File: src/rtl/uart_defs.sv
// Shared UART hex-ASCII definitions: character constants, frame length and the
// transmit state encoding used by uart_num_asc.
package uart_defs;

    localparam logic [7:0] ASC_0  = 8'h30;
    localparam logic [7:0] ASC_UA = 8'h41;
    localparam logic [7:0] ASC_LA = 8'h61;
    localparam logic [7:0] ASC_CR = 8'h0D;
    localparam logic [7:0] ASC_LF = 8'h0A;

    localparam int FRAME_CHARS = 24;

    typedef enum logic [1:0] {
        IDLE = 2'd0,
        SEND = 2'd1,
        GAP  = 2'd2,
        DONE = 2'd3
    } state_t;

endpackage

File: src/rtl/hex_to_asc.sv
// Combinational nibble-to-ASCII converter; letters are upper or lower case
// depending on i_lowerCase.
module hex_to_asc
    import uart_defs::*;
(
    input  logic [3:0] i_nibble,
    input  logic       i_lowerCase,
    output logic [7:0] o_asc
);

    logic [7:0] w_nibbleExt;

    assign w_nibbleExt = {4'h0, i_nibble};

    always_comb begin
        if (i_nibble < 4'd10) begin
            o_asc = ASC_0 + w_nibbleExt;
        end else if (i_lowerCase) begin
            o_asc = ASC_LA + w_nibbleExt - 8'd10;
        end else begin
            o_asc = ASC_UA + w_nibbleExt - 8'd10;
        end
    end

endmodule

File: src/rtl/uart_num_asc.sv
// Serialises latched x/y/z words as 24 ASCII hex characters over a valid/ready
// byte interface. Define UART_NUM_ASC_CRLF_EN to append CR LF to every frame.
module uart_num_asc
    import uart_defs::*;
#(
    parameter bit LOWER_CASE = 1'b0,
    parameter int GAP_CYCLES = 0
)
(
    input  logic        clk,
    input  logic        rst,
    input  logic        start,
    input  logic        clr,
    input  logic [31:0] xdatain,
    input  logic [31:0] ydatain,
    input  logic [31:0] zdatain,
    input  logic        tx_ready,
    output logic        tx_valid,
    output logic [7:0]  asc,
    output logic        busy,
    output logic        done
);

`ifdef UART_NUM_ASC_CRLF_EN
    localparam int TOTAL_CHARS = FRAME_CHARS + 2;
`else
    localparam int TOTAL_CHARS = FRAME_CHARS;
`endif
    localparam logic [4:0] LAST_IDX = 5'(TOTAL_CHARS - 1);
    localparam int GAP_W = (GAP_CYCLES > 1) ? $clog2(GAP_CYCLES) : 1;
    localparam logic [GAP_W-1:0] GAP_LOAD = GAP_W'((GAP_CYCLES > 0) ? GAP_CYCLES - 1 : 0);

    state_t           r_state;
    state_t           w_nextState;
    logic             r_startPrev;
    logic [95:0]      r_shift;
    logic [4:0]       r_count;
    logic [GAP_W-1:0] r_gapCnt;
    logic             w_launch;
    logic             w_xfer;
    logic             w_last;
    logic [7:0]       w_hexAsc;
    logic [7:0]       w_charAsc;

    hex_to_asc u_hexToAsc (
        .i_nibble    (r_shift[95:92]),
        .i_lowerCase (LOWER_CASE),
        .o_asc       (w_hexAsc)
    );

    // Launch only on a fresh rising edge of start while idle; edges during a frame are ignored.
    assign w_launch = start & ~r_startPrev & (r_state == IDLE);
    assign w_xfer   = (r_state == SEND) & tx_ready;
    assign w_last   = (r_count == LAST_IDX);

`ifdef UART_NUM_ASC_CRLF_EN
    always_comb begin
        w_charAsc = w_hexAsc;
        if (r_count == 5'(FRAME_CHARS)) begin
            w_charAsc = ASC_CR;
        end else if (r_count == 5'(FRAME_CHARS + 1)) begin
            w_charAsc = ASC_LF;
        end
    end
`else
    assign w_charAsc = w_hexAsc;
`endif

    assign tx_valid = (r_state == SEND);
    assign asc      = tx_valid ? w_charAsc : 8'h00;
    assign busy     = (r_state != IDLE);
    assign done     = (r_state == DONE);

    always_ff @(posedge clk) begin
        if (rst) begin
            r_state <= IDLE;
        end else begin
            r_state <= w_nextState;
        end
    end

    // clr overrides every transition, including a launch in the same cycle.
    always_comb begin
        w_nextState = r_state;
        if (clr) begin
            w_nextState = IDLE;
        end else begin
            unique case (r_state)
                IDLE: begin
                    if (w_launch) begin
                        w_nextState = SEND;
                    end
                end
                SEND: begin
                    if (w_xfer) begin
                        if (w_last) begin
                            w_nextState = DONE;
                        end else if (GAP_CYCLES > 0) begin
                            w_nextState = GAP;
                        end else begin
                            w_nextState = SEND;
                        end
                    end
                end
                GAP: begin
                    if (r_gapCnt == '0) begin
                        w_nextState = SEND;
                    end
                end
                DONE: begin
                    w_nextState = IDLE;
                end
                default: begin
                    w_nextState = IDLE;
                end
            endcase
        end
    end

    // The shift register is latched at launch, so later input changes cannot disturb the frame.
    always_ff @(posedge clk) begin
        if (rst) begin
            r_startPrev <= 1'b0;
            r_shift     <= '0;
            r_count     <= '0;
            r_gapCnt    <= '0;
        end else begin
            r_startPrev <= start;
            if (clr) begin
                r_count  <= '0;
                r_gapCnt <= '0;
            end else if (w_launch) begin
                r_shift <= {xdatain, ydatain, zdatain};
                r_count <= '0;
            end else if (w_xfer) begin
                r_shift  <= {r_shift[91:0], 4'h0};
                r_count  <= r_count + 5'd1;
                r_gapCnt <= GAP_LOAD;
            end else if ((r_state == GAP) && (r_gapCnt != '0)) begin
                r_gapCnt <= r_gapCnt - 1'b1;
            end
        end
    end

endmodule
File: config.mk
export PLATFORM = sky130hd
export DESIGN_NAME = uart_num_asc
export DESIGN_NICKNAME = d
export VERILOG_FILES = /design/src/rtl/uart_defs.sv /design/src/rtl/hex_to_asc.sv /design/src/rtl/uart_num_asc.sv
export SDC_FILE = /design/constraint.sdc
export NUM_CORES = 1
export LEC_CHECK = 0
export ABC_AREA = 1
export ABC_CLOCK_PERIOD_IN_PS = 3850
export BUFFER_PORTS_ARGS = -buffer_cell sky130_fd_sc_hd__buf_2
export CORE_UTILIZATION = 60
export CTS_BUF_LIST = sky130_fd_sc_hd__clkbuf_16
export DETAILED_ROUTE_END_ITERATION = 8
export MAX_ROUTING_LAYER = met4
export PLACE_DENSITY = 0.93
export SYNTH_ARGS = -nofsm -noshare
export SYNTH_HDL_FRONTEND = slang
export SYNTH_SLANG_ARGS = --single-unit
File: constraint.sdc
create_clock -name clk -period 3.85 [get_ports clk]
set_input_delay 0.385 -clock clk [delete_from_list [all_inputs] [get_ports clk]]
set_output_delay 0.385 -clock clk [all_outputs]
set_load 0.005 [all_outputs]
### Yosys cells after proc, flatten, opt, wreduce, memory -nomap -nowiden

Index checks and enable logic that the tools add are counted.

* register bits: 105
* bits in latches: 0
* bits in writable memories: 0
* bits in read-only memories: 0
* input bits: 101
* output and inout port bits: 11
* word-level logic and storage cells: 45
* memories kept: 0

* add/sub/neg operators: 5
* multiply operators: 0
* div/mod/pow operators: 0
* magnitude comparators: 1
* eq/ne operators: 7
* shifts and indexed selects: 0
* muxes and demuxes: 11
* bitwise logic cells: 6
* reduce and logical (&&, ||, !) cells: 10

Operators by type and width (count)
* 96-bit two-way mux: 2
* 8-bit two-way mux: 2
* 7-bit by 4-bit adder with 8-bit output (first input constant): 1
* 2-bit two-way mux: 4
* 2-bit one-hot mux with 4 select lines: 1
* 8-bit by 4-bit subtractor with 8-bit output (second input constant): 1
* 6-bit by 4-bit adder with 7-bit output (first input constant): 1
* 2-bit nonzero test: 3
* 5-bit by 1-bit adder with 5-bit output (second input constant): 1
* 5-bit equality test (second input constant): 1
* 2-bit equality test (second input constant): 2
* 4-bit < comparator (second input constant): 1
* 2-bit != test (second input constant): 2
* 2-bit AND reduction: 2
* 1-bit AND: 3
* 1-bit NOT: 3
* 3-bit AND reduction: 1
* 3-bit OR reduction: 1
* 2-bit by 1-bit equality test with 1-bit output (second input constant): 1
* 2-bit logical NOT: 1
* 1-bit two-way mux: 2
* 2-bit by 1-bit != test with 1-bit output (second input constant): 1
* 2-bit OR reduction: 1
* 1-bit logical AND: 1
* 1-bit subtractor (second input constant): 1

### Depth between registers and ports, before layout

* depth in word-level cells: 5
* mapped depth: 10
* mapped depth without buffers: 8

### Modules after synthesis

A second synthesis with hierarchy kept.

* cell total of the unflattened synthesis: 1014
* area total of the unflattened synthesis: 5793.1 um2

Modules (own cells, without submodules)
* uart_num_asc: times used 1, cells an instance 987, area an instance 5664.2 um2, seq. area each 2102.0 um2
* hex_to_asc: times used 1, cells an instance 27, area an instance 128.9 um2, seq. area each 0.0 um2

### Worst setup path after synthesis

OpenSTA, ideal clock, no wires.

* path type: register to output
* from: register r_state[0]
* to: output port asc[2]
* arrival time: 1091 ps
* data required time: 3465 ps
* slack: 2374 ps
* stages on the path, launching flop included: 7
* path buffers: 0
* path through: dfxtp_1 > inv_1 > nor2_1 > inv_1 > a21oi_1 > o21ai_0 > inv_1

* cells in the longest elaborated chain, start to end: 2

Ends and longest elaborated chain
* from (decl): RTL line uart_num_asc.sv:33 `state_t r_state;`
* from (signal assigned): RTL line uart_num_asc.sv:78 `r_state <= w_nextState;`
* 2-bit by 1-bit equality test with 1-bit output: RTL line uart_num_asc.sv:69 `assign tx_valid = (r_state == SEND);`
* named net tx_valid: RTL line uart_num_asc.sv:18 `output logic tx_valid,`
* 8-bit two-way mux: RTL line uart_num_asc.sv:70 `assign asc = tx_valid ? w_charAsc : 8'h00;`
* to (decl): RTL line uart_num_asc.sv:19 `output logic [7:0] asc,`

The timed path passes the listed nets, and every way through them passes these cells.

### Worst setup path after layout

* from: register r_state[1]
* to: output port busy

* cells in the longest elaborated chain, start to end: 1

Ends and longest elaborated chain
* 2-bit nonzero test: RTL line uart_num_asc.sv:71 `assign busy = (r_state != IDLE);`
* to (decl): RTL line uart_num_asc.sv:20 `output logic busy,`

No other way between the ends.

==> results.md <==
Clock network:
- The number of clock sinks seen by CTS is approximately 110.
- For this design, the CTS-stage hold fixing added 0 buffers.
- The clock-pin slew of the registers on the worst-case setup and hold paths is 0.07 ns.
- The number of H-tree levels is 3.
- The number of buffers added for setup after CTS is 0.
- TritonCTS built the clock tree.
- The CTS buffer count is 9.
- In this run, post-CTS repair resized a total of 0 instances.
- No sink is reached through more buffers than the 2 on the longest clock path.
- The clock reaches the later pin of the worst-skew pair after 0.35 ns.
- CTS placed an instance of sky130_fd_sc_hd__clkbuf_16 at the clock tree root.

Die:
- The die extent in x is roughly 99 µm.
- The total number of placement rows is 35.
- The number of primary I/O pins is roughly 110.
- Once the floorplan was initialized, standard cells occupied 61.7% of the core.
- The die covers a little under 10,000 µm².
- The floorplan step set the die height to 99.5 µm.
- The core region is 9240 µm².

Yosys:
- The dominant cell type by area after synthesis is sky130_fd_sc_hd__dfxtp_1.
- The parity-gate share of the synthesized area counting xor and xnor cells is less than 1%.
- The most common cell in the synthesized netlist is sky130_fd_sc_hd__nand2_1.
- Ranked by total cell area, the synthesized netlist is headed by sky130_fd_sc_hd__dfxtp_1, sky130_fd_sc_hd__nand2_1, sky130_fd_sc_hd__nor2_1, sky130_fd_sc_hd__nand3_1, sky130_fd_sc_hd__inv_1.
- The Yosys step of the flow raised 0 warnings.
- The mean instance size in the synthesized netlist is between 5 and 6 µm².
- Summing the areas of all fa, ha and maj instances in the mapped netlist gives less than 1% of the synthesized area.
- The combinational family with the most area after synthesis is simple AND/OR/NAND/NOR gates.
- The async set or reset register ratio after synthesis is 0%.
- The synthesized design devotes to its leading area cell type approximately 37% of total area.
- The share of synthesized area occupied by flip-flops and latches is 36.9%.
- The number of distinct library cells after synthesis is 21.
- Among all flip-flop cells after synthesis, the most frequent one is sky130_fd_sc_hd__dfxtp_1.
- The synthesized instance count is slightly below 1,000.
- The total standard cell area after synthesis is 5700 µm².
- The synthesized design contains around 110 register bits.
- The synthesized netlist net count is 1,096.
- The commonest cells after synthesis are sky130_fd_sc_hd__nand2_1, sky130_fd_sc_hd__nor2_1, sky130_fd_sc_hd__inv_1, sky130_fd_sc_hd__dfxtp_1, sky130_fd_sc_hd__nand3_1.
- The multiplexer fraction of the synthesized cell area is 0%.
- The area share of and/or/nand/nor cells after synthesis is about half.
- The number of enable flip-flop cells after synthesis is 0.
- Summing the areas of all compound-gate instances in the mapped netlist gives between 1 and 1.5% of the synthesized area.

Critical path:
- The slowest stage of the critical path belongs to the cell sky130_fd_sc_hd__buf_4.
- The endpoint of the lowest-slack register-to-register path is r_shift[59]$_SDFFE_PP0P_.
- The capturing element of the worst setup path is busy.
- The worst setup path is launched from a flop.
- The worst path required time is 3.46 ns.
- The most critical setup path has its startpoint at r_state[1]$_SDFFE_PP0P_.
- Setup slack on the worst reg-to-reg path comes out at ~1.8 ns.
- The category of the critical setup timing path is reg -> out.
- The data arrival time of the critical path is between 1.5 and 2 ns.
- The worst setup path is captured at an output pin.
- The largest stage delay on the critical path is 0.68 ns.
- In this run the critical register-to-register path is launched from r_state[1]$_SDFFE_PP0P_.
- Traced cell by cell, the critical path runs through nor2_4, buf_4, inv_1, buf_2.
- Along the worst path, the maximum fanout reaches 95.
- The number of cells traversed by the worst register-to-register path is 7.

Drt:
- After detailed routing, the number of remaining DRC violations is 0.
- The detailed router's first-iteration violation count is around 330.
- The routed wire length is 12,500 µm.
- Dividing the detail-routed wire length by the instance count gives between 10 and 15 µm.
- The via count is 5,641.
- Dividing the detail-routed via count by the number of cells gives 4.73.
- The number of search-and-repair iterations in the first detailed-routing pass is 4.
- The number of antenna-violating nets in the routed design is 0.

Timing:
- The total count of max-transition violations in the final report came to 0.
- The actual transition at the worst max-transition pin is 1.00 ns.
- Timing would allow up to about 0.45 GHz.
- The clock period minus worst slack is 2.21 ns.
- The final-report setup violation count is 0.
- The setup TNS after final layout is 0 ns.
- For the final database, setup skew stands at between 0.006 and 0.007 ns.
- Setup repair after global routing left no endpoint under its margin.
- The count of final hold-check violations is 0.
- In the finished design, the share of the clock period the worst path needs comes to 57.5%.
- The worst slew margin relative to its limit is approximately 33%.
- Across all hold checks on the routed design, the worst slack comes to roughly 0.25 ns.

Global routing:
- The pin count of the biggest net entering global routing is 189.
- The fraction of met3 tracks used by global routing is around 3.2%.
- The number of antenna violations at the first check in global routing is 0.
- The via count of the first global-routing pass was about 4,800.
- The met1 track demand over resource is 34.6%.
- The first-pass GRT wire length is between 20,000 and 25,000 µm.
- For this run, the total global-route usage over all layers was measured as 27.1%.
- For this run the aggregate overflow at the end of global routing stands at 0.
- Global routing used ~45% of the available met2 tracks.
- met2 is the most crowded layer.

Worst hold path:
- The tightest min-delay check is of the in -> reg type.

Pwr:
- The largest voltage drop on the vdd net is approximately 0.22 mV.
- Power spread over the standard cell area amounts to 413 nW/µm².
- For this design the static power due to leakage is about 3.8 nW.

Place:
- Detailed placement ended at an HPWL of 7830 µm.
- The last weighted congestion value of the routability-driven placer is roughly 0.86.
- The number of cells in the design after placement is around 1,200.
- The number of port buffers is 110.

Run:
- The tool flagged a number of max-cap violations equal to 0.

Final layout:
- The post-route netlist has around 13% of its cells at a drive strength greater than 1.
- The finished layout holds 1,193 standard cells, fillers aside.
- Compared with the post-synthesis result, the final layout area differs by 14.0%.
- The number of nets in the layout is ~1,200.
- The antenna diode count is 0.

Run status:
- The flow ran to the end, and the final reports show no timing, DRC or antenna violations.
## per-stage QoR
| step | setup slack [ns] | utilization, % | instance area, µm² | total power, mW |
|---|---|---|---|---|
| after floorplan | 2.37 | - | 5700 | 1.60 |
| after detailed placement | 1.76 | 66.9 | 6180 | 1.72 |
| after global placement | 1.85 | 66.9 | 6180 | 1.71 |
| after global routing | 1.50 | 70.4 | 6500 | 2.83 |
| final | 1.64 | 70.4 | 6500 | 2.69 |
| after CTS | 1.61 | 70.4 | 6500 | 2.69 |
## cell usage in the layout (no fill, tap or decap)
cell type and n:
sky130_fd_sc_hd__nand2_4 1, sky130_fd_sc_hd__buf_2 110, sky130_fd_sc_hd__xor2_1 1, sky130_fd_sc_hd__clkbuf_16 9, sky130_fd_sc_hd__inv_1 110, sky130_fd_sc_hd__inv_2 1
sky130_fd_sc_hd__nor2_4 2, sky130_fd_sc_hd__o21a_1 1, sky130_fd_sc_hd__o21ai_0 9, sky130_fd_sc_hd__bufinv_16 2, sky130_fd_sc_hd__a21oi_1 6, sky130_fd_sc_hd__nand2_1 388
sky130_fd_sc_hd__inv_6 1, sky130_fd_sc_hd__nand2_8 1, sky130_fd_sc_hd__nor2_1 201, sky130_fd_sc_hd__nand3_1 100, sky130_fd_sc_hd__ha_1 2, sky130_fd_sc_hd__conb_1 1
sky130_fd_sc_hd__nand4_1 1, sky130_fd_sc_hd__nor3_1 2, sky130_fd_sc_hd__clkinvlp_4 3, sky130_fd_sc_hd__dfxtp_1 105, sky130_fd_sc_hd__nand3_2 1, sky130_fd_sc_hd__buf_4 6
## power breakdown
group / switching (mW) / leakage (nW) / internal [mW]
Combinational: 0.312 / 2.74 / 0.183
Clock: 0.414 / 0.149 / 0.570
Sequential: 0.0409 / 0.861 / 1.17
Total: 0.767 / 3.75 / 1.92
## metal layers
layer  wire length, µm  part of all wire (%)
met1              5900                    47
met2              5910                    47
met3               562                   4.5
met4               172                   1.4
met5                 0                     0
## worst max-delay path, delay by kind of cell (launching register included)
| family | cells | cell delay [ns] |
|---|---|---|
| DFF | 1 | 0.37 |
| and+or+nand+nor | 1 | 0.16 |
| buffers and inverters | 3 | 0.93 |
## kinds of logic after synthesis
group / after synthesis
AOI/OAI and AO/OA: 16
xor gates and xnor gates: 1
adders and majority gates: 2
buffers and inverters: 171
DFF: 105
other: 1
and+or+nand+nor: 697
## state kept, by name, summed over array words and instances (netlist names)
register / count
r_count: 5
r_state: 2
r_startPrev: 1
r_shift: 96
r_gapCnt: 1
## worst min path at each step
stage	startpoint	to	slack [ns]	depth (start not counted)
after global placement	r_count[3]$_SDFFE_PP0P_	r_count[3]$_SDFFE_PP0P_	0.44	1
final	rst	r_startPrev$_SDFF_PP0_	0.25	2
after CTS	rst	r_shift[0]$_SDFFE_PP0P_	0.24	2
after detailed placement	r_count[3]$_SDFFE_PP0P_	r_count[3]$_SDFFE_PP0P_	0.45	1
after floorplan	r_count[3]$_SDFFE_PP0P_	r_count[3]$_SDFFE_PP0P_	0.42	1
after global routing	rst	r_shift[0]$_SDFFE_PP0P_	0.26	2
## final cells by class
cell class	instances	area [µm²]
fillers	796	2740
inverters	110	413
clock inverters	7	95.1
multi-input cells	717	2910
clock buffers	9	225
flip-flops and latches	105	2100
well taps	129	161
repair buffers	116	596
Power figures use the tool's default switching activity.
